## src/rtl/disp_pkg.sv

```systemverilog
// Shared digit codes, FSM state and grant encodings for the display sequencer.
package disp_pkg;

  localparam logic [4:0] CODE_R     = 5'd16;
  localparam logic [4:0] CODE_D     = 5'd17;
  localparam logic [4:0] CODE_T     = 5'd18;
  localparam logic [4:0] CODE_US    = 5'd19;
  localparam logic [4:0] CODE_DASH  = 5'd20;
  localparam logic [4:0] CODE_BLANK = 5'd31;

  localparam logic [29:0] DIGITS_DASH  = {6{CODE_DASH}};
  localparam logic [29:0] DIGITS_BLANK = {6{CODE_BLANK}};

  typedef enum logic [1:0] {
    IDLE,
    SHOW_RD,
    SHOW_WR,
    GAP
  } state_t;

  typedef enum logic {
    RD,
    WR
  } grant_t;

  // Message layout: two tag digits, then addr and data as hex nibbles.
  function automatic logic [29:0] msg_digits(input grant_t g, input logic [7:0] addr,
                                             input logic [7:0] data);
    logic [4:0] w_tag5;
    logic [4:0] w_tag4;
    w_tag5 = (g == RD) ? CODE_R : CODE_DASH;
    w_tag4 = (g == RD) ? CODE_D : CODE_T;
    return {w_tag5, w_tag4, 1'b0, addr[7:4], 1'b0, addr[3:0],
            1'b0, data[7:4], 1'b0, data[3:0]};
  endfunction

endpackage

```

## src/rtl/rr_arb2.sv

```systemverilog
// Two-requester round-robin arbiter, purely combinational; bit 0 = read, bit 1 = write.
module rr_arb2
  import disp_pkg::*;
(
  input  logic [1:0] i_req,
  input  grant_t     i_last_grant,
  output logic [1:0] o_grant
);

  always_comb begin
    o_grant = 2'b00;
    case (i_req)
      2'b01:   o_grant = 2'b01;
      2'b10:   o_grant = 2'b10;
      2'b11:   o_grant = (i_last_grant == WR) ? 2'b01 : 2'b10;
      default: o_grant = 2'b00;
    endcase
  end

endmodule

```

## src/rtl/hex_display_sequencer.sv

```systemverilog
// Shares the six-digit display between read and write paths; grant visible one cycle after req.
// Requests wait in place (no ack) while a message or gap is on the display.
module hex_display_sequencer
  import disp_pkg::*;
#(
  parameter int HOLD_CYCLES = 50_000_000,
  parameter int GAP_CYCLES  = 5_000_000,
  parameter int CNT_W       = $clog2(((HOLD_CYCLES > GAP_CYCLES) ? HOLD_CYCLES : GAP_CYCLES) + 1)
) (
  input  logic        clk,
  input  logic        rst,
  input  logic        rd_req,
  input  logic [7:0]  rd_addr,
  input  logic [7:0]  rd_data,
  output logic        rd_ack,
  input  logic        wr_req,
  input  logic [7:0]  wr_addr,
  input  logic [7:0]  wr_data,
  output logic        wr_ack,
  output logic        busy,
  output logic [29:0] digit_codes
);

  localparam logic [CNT_W-1:0] HOLD_LOAD = CNT_W'(HOLD_CYCLES - 1);
  localparam logic [CNT_W-1:0] GAP_LOAD  = CNT_W'(GAP_CYCLES - 1);

  state_t            r_state;
  state_t            w_state_nxt;
  logic [CNT_W-1:0]  r_cnt;
  logic [CNT_W-1:0]  w_cnt_nxt;
  logic [29:0]       r_digits;
  logic [29:0]       w_digits_nxt;
  logic              r_rd_ack;
  logic              w_rd_ack_nxt;
  logic              r_wr_ack;
  logic              w_wr_ack_nxt;
  logic              r_busy;
  logic              w_busy_nxt;
  grant_t            r_last_grant;
  grant_t            w_last_grant_nxt;
  logic [1:0]        w_req;
  logic [1:0]        w_grant;

  assign w_req = {wr_req, rd_req};

  rr_arb2 u_arb (
    .i_req        (w_req),
    .i_last_grant (r_last_grant),
    .o_grant      (w_grant)
  );

  always_ff @(posedge clk) begin
    if (rst) begin
      r_state      <= IDLE;
      r_cnt        <= '0;
      r_digits     <= DIGITS_DASH;
      r_rd_ack     <= 1'b0;
      r_wr_ack     <= 1'b0;
      r_busy       <= 1'b0;
      r_last_grant <= WR;
    end else begin
      r_state      <= w_state_nxt;
      r_cnt        <= w_cnt_nxt;
      r_digits     <= w_digits_nxt;
      r_rd_ack     <= w_rd_ack_nxt;
      r_wr_ack     <= w_wr_ack_nxt;
      r_busy       <= w_busy_nxt;
      r_last_grant <= w_last_grant_nxt;
    end
  end

  always_comb begin
    w_state_nxt = r_state;
    case (r_state)
      IDLE: begin
        if (w_grant[0])      w_state_nxt = SHOW_RD;
        else if (w_grant[1]) w_state_nxt = SHOW_WR;
      end
      SHOW_RD, SHOW_WR: begin
        if (r_cnt == '0) w_state_nxt = GAP;
      end
      GAP: begin
        if (r_cnt == '0) w_state_nxt = IDLE;
      end
      default: w_state_nxt = IDLE;
    endcase
  end

  // Requests are only looked at in IDLE, so the ack cycle can never re-grant.
  always_comb begin
    w_cnt_nxt        = r_cnt;
    w_digits_nxt     = r_digits;
    w_rd_ack_nxt     = 1'b0;
    w_wr_ack_nxt     = 1'b0;
    w_busy_nxt       = r_busy;
    w_last_grant_nxt = r_last_grant;
    case (r_state)
      IDLE: begin
        w_digits_nxt = DIGITS_DASH;
        w_busy_nxt   = 1'b0;
        if (w_grant[0]) begin
          w_cnt_nxt        = HOLD_LOAD;
          w_digits_nxt     = msg_digits(RD, rd_addr, rd_data);
          w_rd_ack_nxt     = 1'b1;
          w_busy_nxt       = 1'b1;
          w_last_grant_nxt = RD;
        end else if (w_grant[1]) begin
          w_cnt_nxt        = HOLD_LOAD;
          w_digits_nxt     = msg_digits(WR, wr_addr, wr_data);
          w_wr_ack_nxt     = 1'b1;
          w_busy_nxt       = 1'b1;
          w_last_grant_nxt = WR;
        end
      end
      SHOW_RD, SHOW_WR: begin
        if (r_cnt == '0) begin
          w_cnt_nxt    = GAP_LOAD;
          w_digits_nxt = DIGITS_BLANK;
        end else begin
          w_cnt_nxt = r_cnt - 1'b1;
        end
      end
      GAP: begin
        if (r_cnt == '0) begin
          w_digits_nxt = DIGITS_DASH;
          w_busy_nxt   = 1'b0;
        end else begin
          w_cnt_nxt = r_cnt - 1'b1;
        end
      end
      default: begin
        w_digits_nxt = DIGITS_DASH;
        w_busy_nxt   = 1'b0;
      end
    endcase
  end

  assign rd_ack      = r_rd_ack;
  assign wr_ack      = r_wr_ack;
  assign busy        = r_busy;
  assign digit_codes = r_digits;

endmodule

```

## config.mk

```make
export PLATFORM = sky130hd
export DESIGN_NAME = hex_display_sequencer
export DESIGN_NICKNAME = d
export VERILOG_FILES = /design/src/rtl/disp_pkg.sv /design/src/rtl/rr_arb2.sv /design/src/rtl/hex_display_sequencer.sv
export SDC_FILE = /design/constraint.sdc
export NUM_CORES = 1
export LEC_CHECK = 0
export BUFFER_PORTS_ARGS = -buffer_cell sky130_fd_sc_hd__buf_2
export CAP_MARGIN = 10
export CELL_PAD_IN_SITES_DETAIL_PLACEMENT = 2
export CELL_PAD_IN_SITES_GLOBAL_PLACEMENT = 2
export CORE_MARGIN = 5
export CORE_UTILIZATION = 30
export CTS_CLUSTER_DIAMETER = 30
export DETAILED_ROUTE_END_ITERATION = 8
export PLACE_DENSITY = 0.81
export SLEW_MARGIN = 20
export SYNTH_ARGS = -nofsm -noshare
export SYNTH_HDL_FRONTEND = slang
export SYNTH_SLANG_ARGS = --single-unit
```

## constraint.sdc

```tcl
create_clock -name clk -period 5.1 [get_ports clk]
set_clock_uncertainty 0.15 [all_clocks]
set_input_delay 0.51 -clock clk [delete_from_list [all_inputs] [get_ports clk]]
set_output_delay 0.51 -clock clk [all_outputs]
set_load 0.1 [all_outputs]
```

==> run_results.csv <==
group,metric,value,unit
status,status,"completed",
setup_path,path_common_cell,"nor3_1",
floorplan,coreArea,9640,sq um
floorplan,initial_utilization,30.5,%
clock_network,numCtsBuffers,5,
clock_network,root_buffer,"clkbuf_8",
floorplan,dieHeight,109,um
min_path,min_path_type,"flip-flop to flip-flop",
timing,finalCritPeriodShare,60.9,%
logic_synthesis,netlist_instances,369,
setup_path,r2r_cells,8,
timing,max_slew_margin,26.1,%
setup_path,crit_fanout,8,
clock_network,cts_sinks,53,
clock_network,clk_latency,0.31,ns
clock_network,htree_levels,2,
setup_path,required,5.11,ns
clock_network,cts_hold_buf,0,
timing,rsz0062_at_grt,"no",
floorplan,rows,36,
setup_path,crit_arrival,3.11,ns
timing,hold_violations,0,
timing,fmax,322,MHz
clock_network,cts_setup_buffers,0,
finish,area_growth,16.2,%
floorplan,die-area,11900,sq um
finish,diodes,0,
routing,drtPass1Iterations,4,
placement,dp_hpwl,7490,um
finish,fin_nets,454,
setup_path,crit_path_start_kind,"flip-flop",
setup_path,crit_type,"flip-flop to flip-flop",
logic_synthesis,synth_edf_count,0,
routing,ant_nets,0,
global_route,grtUsageTotal,18.0,%
setup_path,r2r_start,"r_cnt[0]",
logic_synthesis,ys.flop_type,"dfxtp_1",
timing,period_minus_slack,3.11,ns
logic_synthesis,ys_warn_count,0,
global_route,grt_overflow_total,0,
global_route,grt_pass1_vias,3395,
routing,routed_wl,10200,um
setup_path,crit_slowest_cell,"nor4b_1",
logic_synthesis,postSynth.asyncResetShare,0,%
routing,viasPerCell,5.66,
timing,drv_slew,0,
timing,setup_viol,0,
finish,layout_commonest_cell,"buf_2",
logic_synthesis,synth.distinct_cells,56,
placement,place.gp.congestion,0.814,
setup_path,timing.rr.end,"r_cnt[14]",
clock_network,cts_tree,"done",
clock_network,cts_buffer_depth,2,
setup_path,crit_start,"r_cnt[0]",
logic_synthesis,syn_avg_cell_area,7.96,sq um
finish,mostFrequentLayoutCells,"buf_2, nor2_1, dfxtp_1",
clock_network,clk_pin_slew_worst_paths,0.10,ns
timing,tns,0,ns
floorplan,ios,69,
logic_synthesis,ys_ff_latch,53,
floorplan,die_w,109,um
setup_path,critPathMaxStageDelay,0.77,ns
timing,tightestPinTransition,1.11,ns
setup_path,ff2ff_setup_slack,1.99,ns
clock_network,cts-resized-gates,0,
flow_run,maxCapViolations,0,
routing,drt-initial-drc-count,137,
global_route,antenna_found_initial,0,
finish,layout-drive-gt1-share,21.8,%
setup_path,worstSetupEndpoint,"r_cnt[14]",
finish,nFillCells,1169,
placement,port_buffers,66,
global_route,grt_max_degree,56,
logic_synthesis,syn_area,2940,sq um
logic_synthesis,ys_seq_area_share,36.1,%
timing,hold_slack,0.319,ns
global_route,grt_pass1_wl,17100,um
routing,vias,3089,
min_path,hold_depth,1,
setup_path,end_kind,"flip-flop",
setup_path,cp_cell_sequence,"inv_1 -> ha_1 -> nor4b_1 -> nand4_1 -> nor3_1 -> a21oi_1 -> nor3_1 -> nor4_1",
routing,remaining_drc_errors,0,
routing,wire_per_inst,18.7,um
==> registers in the layout (all words and copies together), names as in the netlist <==
| name | flops |
|---|---|
| r_last_grant | 1 |
| busy | 1 |
| wr_ack | 1 |
| r_cnt | 26 |
| rd_ack | 1 |
| digit_codes | 21 |
| r_state | 2 |
==> cell usage after synthesis, drive strengths merged, types with 6 or more instances <==
cell type  number  area, sq um
buf            15          109
o21ai          15         86.3
a221oi         14          129
dfxtp          53         1060
or3             9         71.3
a211o           6         52.6
nor2           60          225
o22ai           7         43.8
clkbuf         18         67.6
nand2          16         60.1
nand3           6         30.0
a21oi          25          125
nor3           27          140
inv            12         45.0
a211oi         16          120
==> metal layers <==
metal	track usage (%)	up-vias	routed length (um)
li1	-	1446	-
met2	33.9	84	5340
met1	20.4	1535	4190
met5	0	-	0
met4	4.15	0	195
met3	3.97	24	473
==> final cells by class <==
| cell class | instances | area (sq um) | area share (%) |
|---|---|---|---|
| multi-input combinational | 272 | 1670 | 49.0 |
| sequential | 53 | 1060 | 31.1 |
| clock inverter | 2 | 38.8 | 1.14 |
| timing repair buffer | 69 | 360 | 10.6 |
| tap | 133 | 166 | 4.88 |
| clock buffer | 5 | 68.8 | 2.02 |
| inverter | 12 | 45.0 | 1.32 |
==> critical path: cells and delay by family, from the launching register on <==
| family | cells | cell delay (ns) |
|---|---|---|
| buffers and inverters | 1 | 0.10 |
| AO/OA/AOI/OAI | 1 | 0.13 |
| AND/OR/NAND/NOR | 5 | 1.96 |
| flip-flops | 1 | 0.37 |
| adder cells (fa/ha/maj) | 1 | 0.24 |
==> kinds of logic after synthesis <==
kind of cell             after synthesis  share of synthesized area, %
adder cells (fa/ha/maj)                5                          2.13
multiplexers                           1                         0.341
XOR/XNOR                               4                          1.19
buffers and inverters                 45                          7.54
other                                  1                         0.128
AND/OR/NAND/NOR                      152                          26.6
AO/OA/AOI/OAI                        108                          25.9
flip-flops                            53                          36.1
==> metrics by stage <==
step / setup slack (ns) / utilization, % / std cells / instance area (sq um)
5_1_grt: 1.63 / 35.4 / 546 / 3410
4_1_cts: 1.97 / 35.2 / 545 / 3400
6_report: 1.99 / 35.4 / 546 / 3410
2_1_floorplan: 2.64 / - / 370 / 2940
3_3_place_gp: 2.10 / 34.1 / 538 / 3290
3_5_place_dp: 1.97 / 34.1 / 538 / 3290
==> how the worst min path moves through the flow <==
stage,to,from
3_5_place_dp,digit_codes[12],digit_codes[12]
5_1_grt,digit_codes[12],digit_codes[12]
6_report,digit_codes[12],digit_codes[12]
4_1_cts,digit_codes[12],digit_codes[12]
3_3_place_gp,digit_codes[17],digit_codes[17]
2_1_floorplan,r_cnt[20],r_cnt[20]
Power is not shown: default switching activity piles up to over one toggle a cycle in this logic, so the estimate is an artifact.
